[src/rtl/countdown_pkg.sv]
// Shared types and constants for the MM:SS countdown timer.
// Imported by countdown_mmss and bcd_down_digit.
package countdown_pkg;

  typedef enum logic [1:0] {
    IDLE   = 2'd0,
    RUN    = 2'd1,
    PAUSED = 2'd2,
    ALARM  = 2'd3
  } state_t;

  localparam logic [3:0]  DIGIT_MAX9 = 4'd9;
  localparam logic [3:0]  DIGIT_MAX5 = 4'd5;
  localparam logic [15:0] ZERO_MMSS  = 16'h0000;

  function automatic logic mmss_valid(input logic [15:0] v);
    return (v[15:12] <= DIGIT_MAX5) &&
           (v[11:8]  <= DIGIT_MAX9) &&
           (v[7:4]   <= DIGIT_MAX5) &&
           (v[3:0]   <= DIGIT_MAX9);
  endfunction

endpackage

[src/rtl/bcd_down_digit.sv]
// One BCD digit of the countdown borrow chain.
// Wraps 0 -> MAX on borrow; borrow_out is combinational.
module bcd_down_digit
  import countdown_pkg::*;
#(
  parameter logic [3:0] MAX = DIGIT_MAX9
) (
  input  logic       clk,
  input  logic       reset,
  input  logic       ld,
  input  logic [3:0] ld_digit,
  input  logic       en,
  input  logic       borrow_in,
  output logic [3:0] digit,
  output logic       borrow_out
);

  // a digit steps only when the chain below it borrows
  assign borrow_out = borrow_in && (digit == 4'd0);

  // digit register: reset/clear, load, or decrement with wrap
  always_ff @(posedge clk) begin
    if (reset) begin
      digit <= 4'd0;
    end else if (ld) begin
      digit <= ld_digit;
    end else if (en && borrow_in) begin
      digit <= (digit == 4'd0) ? MAX : digit - 4'd1;
    end
  end

endmodule

[src/rtl/countdown_mmss.sv]
// MM:SS BCD countdown timer with alarm hold-off.
// Optional door interlock: define DOOR_INTERLOCK_EN.
module countdown_mmss
  import countdown_pkg::*;
#(
  parameter int ALARM_TICKS = 3
) (
  input  logic        clk,
  input  logic        reset,
  input  logic        tick,
  input  logic        load,
  input  logic [15:0] load_value,
  input  logic        start,
  input  logic        pause,
  input  logic        clear,
`ifdef DOOR_INTERLOCK_EN
  input  logic        door_open,
`endif
  output logic [15:0] count,
  output logic        running,
  output logic        done,
  output logic        alarm
);

  localparam int AW =
    (ALARM_TICKS > 1) ? $clog2(ALARM_TICKS + 1) : 1;
  localparam logic [AW-1:0] ALARM_LAST = AW'(ALARM_TICKS);

  state_t        state;
  logic [AW-1:0] acnt;
  logic [AW-1:0] acnt_nxt;

  logic idle_or_paused;
  logic is_zero;
  logic is_one;
  logic door_hold;
  logic act_clear;
  logic act_load;
  logic act_start;
  logic act_pause;
  logic step;
  logic last_step;
  logic alarm_step;
  logic b_su;
  logic b_st;
  logic b_mu;
  logic b_mt;
  logic digit_rst;

`ifdef DOOR_INTERLOCK_EN
  assign door_hold = door_open;
`else
  assign door_hold = 1'b0;
`endif

  // control arbitration: clear > load > start > pause
  always_comb begin
    idle_or_paused = (state == IDLE) || (state == PAUSED);
    is_zero   = (count == ZERO_MMSS);
    is_one    = (count == 16'h0001);
    act_clear = clear;
    act_load  = !clear && load && idle_or_paused &&
                mmss_valid(load_value);
    act_start = !clear && !act_load && start &&
                idle_or_paused && !is_zero && !door_hold;
    act_pause = !clear && (state == RUN) &&
                (pause || door_hold);
    step      = tick && (state == RUN) && !act_clear &&
                !act_pause;
    last_step = step && is_one;
    alarm_step = tick && (state == ALARM) && !clear;
    acnt_nxt  = acnt + AW'(1);
    digit_rst = reset || act_clear;
  end

  // state, alarm counter and done pulse
  always_ff @(posedge clk) begin
    if (reset) begin
      state <= IDLE;
      acnt  <= '0;
      done  <= 1'b0;
    end else begin
      done <= last_step;
      unique case (1'b1)
        act_clear: begin
          state <= IDLE;
          acnt  <= '0;
        end
        act_start: state <= RUN;
        act_pause: state <= PAUSED;
        last_step: begin
          state <= ALARM;
          acnt  <= '0;
        end
        alarm_step: begin
          acnt <= acnt_nxt;
          if (acnt_nxt >= ALARM_LAST) begin
            state <= IDLE;
          end
        end
        default: ;
      endcase
    end
  end

  assign running = (state == RUN);
  assign alarm   = (state == ALARM);

  assign b_su = 1'b1;

  bcd_down_digit #(.MAX(DIGIT_MAX9)) u_su (
    .clk        (clk),
    .reset      (digit_rst),
    .ld         (act_load),
    .ld_digit   (load_value[3:0]),
    .en         (step),
    .borrow_in  (b_su),
    .digit      (count[3:0]),
    .borrow_out (b_st)
  );

  bcd_down_digit #(.MAX(DIGIT_MAX5)) u_st (
    .clk        (clk),
    .reset      (digit_rst),
    .ld         (act_load),
    .ld_digit   (load_value[7:4]),
    .en         (step),
    .borrow_in  (b_st),
    .digit      (count[7:4]),
    .borrow_out (b_mu)
  );

  bcd_down_digit #(.MAX(DIGIT_MAX9)) u_mu (
    .clk        (clk),
    .reset      (digit_rst),
    .ld         (act_load),
    .ld_digit   (load_value[11:8]),
    .en         (step),
    .borrow_in  (b_mu),
    .digit      (count[11:8]),
    .borrow_out (b_mt)
  );

  // minute tens never borrows further: count is nonzero in RUN
  bcd_down_digit #(.MAX(DIGIT_MAX5)) u_mt (
    .clk        (clk),
    .reset      (digit_rst),
    .ld         (act_load),
    .ld_digit   (load_value[15:12]),
    .en         (step),
    .borrow_in  (b_mt),
    .digit      (count[15:12]),
    .borrow_out ()
  );

endmodule
[config.mk]
export PLATFORM = sky130hd
export DESIGN_NAME = countdown_mmss
export DESIGN_NICKNAME = d
export VERILOG_FILES = /design/src/rtl/countdown_pkg.sv /design/src/rtl/bcd_down_digit.sv /design/src/rtl/countdown_mmss.sv
export SDC_FILE = /design/constraint.sdc
export NUM_CORES = 1
export LEC_CHECK = 0
export BUFFER_PORTS_ARGS = -buffer_cell sky130_fd_sc_hd__buf_2
export CAP_MARGIN = 20
export CORE_ASPECT_RATIO = 1.1
export CORE_MARGIN = 3
export CORE_UTILIZATION = 45
export DETAILED_ROUTE_END_ITERATION = 6
export HOLD_SLACK_MARGIN = 0.12
export PLACE_DENSITY = 0.79
export SYNTH_ARGS = -nofsm -noshare
export SYNTH_HDL_FRONTEND = slang
export SYNTH_SLANG_ARGS = --single-unit
[constraint.sdc]
create_clock -name clk -period 2 [get_ports clk]
set_clock_uncertainty 0.1 [all_clocks]
set_input_delay 0.1 -clock clk [delete_from_list [all_inputs] [get_ports clk]]
set_output_delay 0.1 -clock clk [all_outputs]
set_load 0.02 [all_outputs]
======== Word level (Yosys, flattened, before mapping) ========
Cells that the tools add are included.
storage, ports and cells
  output and inout bits ................... 19
  register bits ........................... 21
operators by class
  magnitude comparators ................... 5
  eq/ne operators ......................... 5
  add/subtract/negate cells ............... 5
  reductions and logical operators ........ 43
  mux-type cells .......................... 15
operators with widths
  operator               count
  $mux W4                12
  $logic_and A1 B1 Y1    23
  $eq A16 B1 Y1 const B  1
  $logic_not A16 Y1      1
  $logic_not A4 Y1       4
  $sub A4 B1 Y4 const B  4
  $pmux W2 S5            1
  $reduce_bool A2 Y1     5
  $le A4 B3 Y1 const B   2
  $le A4 B4 Y1 const B   2
  $reduce_bool A5 Y1     1
  $eq A2 B2 Y1 const B   2
  $logic_not A1 Y1       4
  $pmux W2 S2            1
  $add A2 B1 Y2 const B  1
  $eq A2 B1 Y1 const B   1
  $ge A2 B2 Y1 const B   1
  $logic_not A2 Y1       1
  $logic_or A1 B1 Y1     2
  $mux W2                1
  $ne A2 B1 Y1 const B   1
  $reduce_and A2 Y1      1
  $reduce_or A2 Y1       1

======== Depth between registers and ports, before layout ========
  depth after elaboration ................. 12
  depth in mapped cells ................... 6

======== Cells and area by module ========
From an unflattened synthesis, not the netlist that was laid out.
unflattened totals
  cell total of the unflattened synthesis .. 152
  area, all modules ....................... 1,267.5 µm²
by module, submodules not included
  module                     cells each  sequential area each (µm²)  times used  area each (µm²)
  bcd_down_digit (u_mu ...)  27          80.1                        2           234.0
  bcd_down_digit (u_mt ...)  23          80.1                        2           203.9
  countdown_mmss             52          100.1                       1           391.6

======== Worst setup path after synthesis ========
OpenSTA, ideal clock, no wires.
  path kind ............................... register to register
  start ................................... reg u_su.digit[2]
  end ..................................... reg u_mt.digit[1]
  library setup time ...................... 0.120 ns
  data required time ...................... 1.780 ns
  period minus slack after synthesis ...... 1.920 ns
  path buffers ............................ 0
  stages on the path, launching flop included .. 6
  arrival ................................. 1.700 ns
  slack ................................... 0.080 ns
  cells stage by stage .................... dfxtp_1 -> nor4_2 -> nand4_1 -> or4_1 -> a22oi_1 -> a21oi_1
between the ends
  word-level cells in the longest chain between the ends .. 5
RTL lines
  what                              RTL line              RTL
  start: declaration                bcd_down_digit.sv:14  output logic [3:0] digit,
  start signal: assignment          bcd_down_digit.sv:26  digit <= ld_digit;
  start signal: assignment          bcd_down_digit.sv:28  digit <= (digit == 4'd0) ? MAX : digit - 4'd1;
  $logic_not A4 Y1                  bcd_down_digit.sv:19  assign borrow_out = borrow_in && (digit == 4'd0);
  $logic_and A1 B1 Y1 (2 in a row)  bcd_down_digit.sv:19
  $logic_and A1 B1 Y1               bcd_down_digit.sv:27  end else if (en && borrow_in) begin
  $reduce_bool A2 Y1 (no line)      --
  end signal: assignment            bcd_down_digit.sv:26
  end signal: assignment            bcd_down_digit.sv:28
  end: declaration                  bcd_down_digit.sv:14
Every way passes these cells.
A chain may end at the register's enable or synchronous reset.

======== Worst setup path after layout ========
  start ................................... reg state[0]
  end ..................................... reg u_st.digit[1]
between the ends
  word-level cells in the longest chain between the ends .. 7
  elaborated cells between the ends (all ways) .. 15
  those cells by class .................... eq/ne (2); mux (1); reduce/logical (12)
RTL lines
  what                              RTL line                                    RTL
  start: declaration                countdown_mmss.sv:29                        state_t state;
  start signal: assignment          countdown_mmss.sv:79                        state <= IDLE;
  start signal: assignment          countdown_mmss.sv:86                        state <= IDLE;
  start signal: assignment          countdown_mmss.sv:89                        act_start: state <= RUN;
  $eq A2 B1 Y1                      countdown_mmss.sv:66, countdown_mmss.sv:68
  $logic_and A1 B1 Y1 (2 in a row)  countdown_mmss.sv:66                        act_pause = !clear && (state == RUN) &&
  $logic_not A1 Y1                  countdown_mmss.sv:69                        !act_pause;
  $logic_and A1 B1 Y1               countdown_mmss.sv:68                        step = tick && (state == RUN) && !act_clear &&
  $logic_and A1 B1 Y1               bcd_down_digit.sv:27
  $reduce_bool A2 Y1 (no line)      --
  end signal: assignment            bcd_down_digit.sv:26
  end signal: assignment            bcd_down_digit.sv:28
  end: declaration                  bcd_down_digit.sv:14
Several ways; a longest one is shown, not always the timed one.

==> results_dict.tcl <==
set metrics [dict create \
    crit_type "reg2reg" \
    syn_avg_cell_area_sq_um 8.11 \
    dp_worst_setup_slack_ns 0.143 \
    antenna_cells 0 \
    reg2regPathDepth 5 \
    fin_crit_sh_pct 96.0 \
    peakVddDrop_mv 0.392 \
    hold_violations 0 \
    drive_gt1_share_pct 30.8 \
    synth-seq-cells 21 \
    path_max_fanout 6 \
    numCtsBuffers 3 \
    drt_iter0_drc 37 \
    slowest_delay_ns 0.50 \
    r2r-start "state[0]" \
    yosys.area.top_type_share_pct 36.0 \
    setup.worst_path.start "state[0]" \
    start_util_pct 49.4 \
    die_x_um 54.6 \
    max_freq_mhz 521 \
    grt_antenna_before_repair 0 \
    critical_path.top_delay_family "simple AND/OR/NAND/NOR gates" \
    wirelength_um 3520 \
    max_slew_margin_pct 69.0 \
    dr.pass1.iters 5 \
    grt_start_max_net_pins 16 \
    core_area_sq_mm 0.00236 \
    ios 42 \
    clock_latency_ns 0.31 \
    slew_viol_final 0 \
    yosysSeqAreaShare_pct 36.0 \
    first_global_vias 1313 \
    crit_cells 5 \
    areaGrowthSynthToFinish_pct 45.2 \
    crit_path_top_delay_cell "or4_4" \
    numPortBuffers 41 \
    dp_hpwl_um 2460 \
    syn_nets 168 \
    ys_warn_count 0 \
    nets 239 \
    via_count 1345 \
    routabilityCongestion 0.849 \
    finalSetupTns_ns 0 \
    synth_cell_type_count 41 \
    crit_required_ns 2.15 \
    clock_sinks 21 \
    path_clk_slew_ns 0.12 \
    cts-root-buf "clkbuf_4" \
    grt.overflow.total 0 \
    cts_max_path_buffers 2 \
    layout_min_cycle_time_ns 1.92 \
    synth_area_leader_cell "dfxtp_1" \
    endpoint "u_st.digit[1]" \
    tritoncts "yes" \
    synth_cells 144 \
    final_area_sq_mm 0.00170 \
    synthTopCellsByArea "dfxtp_1, nor2_1, o21ai_0, a21oi_1, nand3_1" \
    setup_ws_ns 0.0792 \
    htreeDepth 1 \
    die-area_sq_mm 0.00324 \
    hold_class "in2reg" \
    setup_viol 0 \
    placed_cell_area_sq_mm 0.00143 \
    critPathBufInv 0 \
    powerDensity_mw_per_mm2 436 \
    cap_viol_max_count 0 \
    r2r_end "u_st.digit[1]" \
    critPathCaptureType "register" \
    fp-row-count 18 \
    synth-edff-count 0 \
    worst_setup_path_start_kind "register" \
    cp_cell_sequence "and2b_4 -> nand3_4 -> or4_4 -> or3_4 -> a31oi_1" \
    status "finished clean" \
    die_h_um 59.4 \
    worstPathArrival_ns 2.07 \
    ys_async_sr_fraction_pct 0 \
    ys.flop_type "dfxtp_1" \
    tightest_slew_ns 0.460 \
    drtAntennaViolNets 0 \
    vias_per_cell 5.51 \
    grt_usage_pct 23.1 \
    power.leakage_uw 0.000743 \
    syn_area_sq_mm 0.00117 \
    grt_pass1_wl_um 5440 \
    routedWlPerCell_um 14.4 \
    reg2reg_slack_ns 0.08 \
    drc_errors 0 \
]
power by group:
group          switching [uW]  internal, uW
Clock                     132          78.0
Combinational            47.7          60.0
Sequential               2.47           420
Total                     182           558
worst min path at each step:
stage	from	endpoint	slack [ns]	depth (start not counted)
final	start	state[0]	0.14	4
after global placement	reset	acnt[0]	0.25	2
after detailed placement	reset	acnt[1]	0.26	2
after CTS	start	state[0]	0.12	4
after global routing	start	state[0]	0.20	4
after floorplan	reset	acnt[0]	0.07	1
metal layers:
layer	GRT usage [%]	routed length, um
met5	0	0
met4	8.19	48
met3	2.27	198
met2	43.2	1840
met1	26.1	1440
cells in the final DEF, fill, tap and decap left out, types with 2 or more instances in the layout:
cell type / count
nor2_1: 19
nand3_1: 8
buf_4: 13
o21ai_0: 15
nor4_1: 2
nand2_1: 9
or2_2: 2
dlygate4sd3_1: 16
nand4_1: 3
nor2b_1: 2
buf_2: 38
or3_1: 3
o31ai_1: 3
a31oi_1: 6
xnor2_1: 4
inv_1: 3
mux2i_1: 2
dfxtp_1: 21
a21oi_1: 12
clkbuf_4: 3
dlymetal6s4s_1: 3
flip-flops by register name, summed over array words and instances, names as in the netlist:
name	cells
u_mt.digit	4
done	1
acnt	2
state	2
u_su.digit	4
u_st.digit	4
u_mu.digit	4
metrics by stage:
| step | total power, uW | std cells | hold slack [ns] | utilization (%) |
|---|---|---|---|---|
| CTS | 738 | 241 | 0.125 | 69.6 |
| floorplan | 465 | 144 | 0.0691 | - |
| global route | 759 | 244 | 0.196 | 71.7 |
| finish | 740 | 244 | 0.140 | 71.7 |
| global placement | 502 | 218 | 0.254 | 60.4 |
| detailed placement | 505 | 218 | 0.259 | 60.4 |
cells by family (layout without fill, tap and decap cells):
kind of cell | after synthesis | in the layout | synth area share (%)
flip-flops | 21 | 21 | 36.0
multiplexers | 2 | 2 | 1.71
adder cells (fa/ha/maj) | 1 | 1 | 1.07
XOR/XNOR | 5 | 5 | 3.75
buffers and inverters | 8 | 78 | 4.50
AND/OR/NAND/NOR | 62 | 62 | 30.0
AO/OA/AOI/OAI | 45 | 45 | 22.9
tightest hold or removal path, delay by kind of cell:
kind / cells / cell delay (ns)
AOI/OAI and AO/OA: 3 / 0.31
buffers and inverters: 1 / 0.10
layout make-up:
cell class / count / area, sq um
inverters: 3 / 11.3
flip-flops and latches: 21 / 420
clock buffers: 4 / 26.3
repair buffers: 71 / 497
well taps: 30 / 37.5
fillers: 207 / 669
multi-input cells: 115 / 703
synthesized netlist by cell type, drive strengths merged, types with 2 or more instances:
| cell | instances |
|---|---|
| or2 | 2 |
| nor2b | 2 |
| dfxtp | 21 |
| buf | 3 |
| nand4 | 3 |
| o21ai | 15 |
| nand3 | 9 |
| nor4 | 3 |
| nand2 | 9 |
| xnor2 | 4 |
| a21oi | 12 |
| or4 | 2 |
| a31oi | 6 |
| o31ai | 3 |
| mux2i | 2 |
| or3 | 4 |
| inv | 3 |
| nor2 | 20 |
| clkbuf | 2 |
timing repair:
item	CTS	global route
setup endpoints to repair	0	3
resized for setup	0	8
hold endpoints to repair	19	0
buffers inserted	0	5
hold buffers	19	0
No activity file was read; power rests on OpenSTA's default activity.
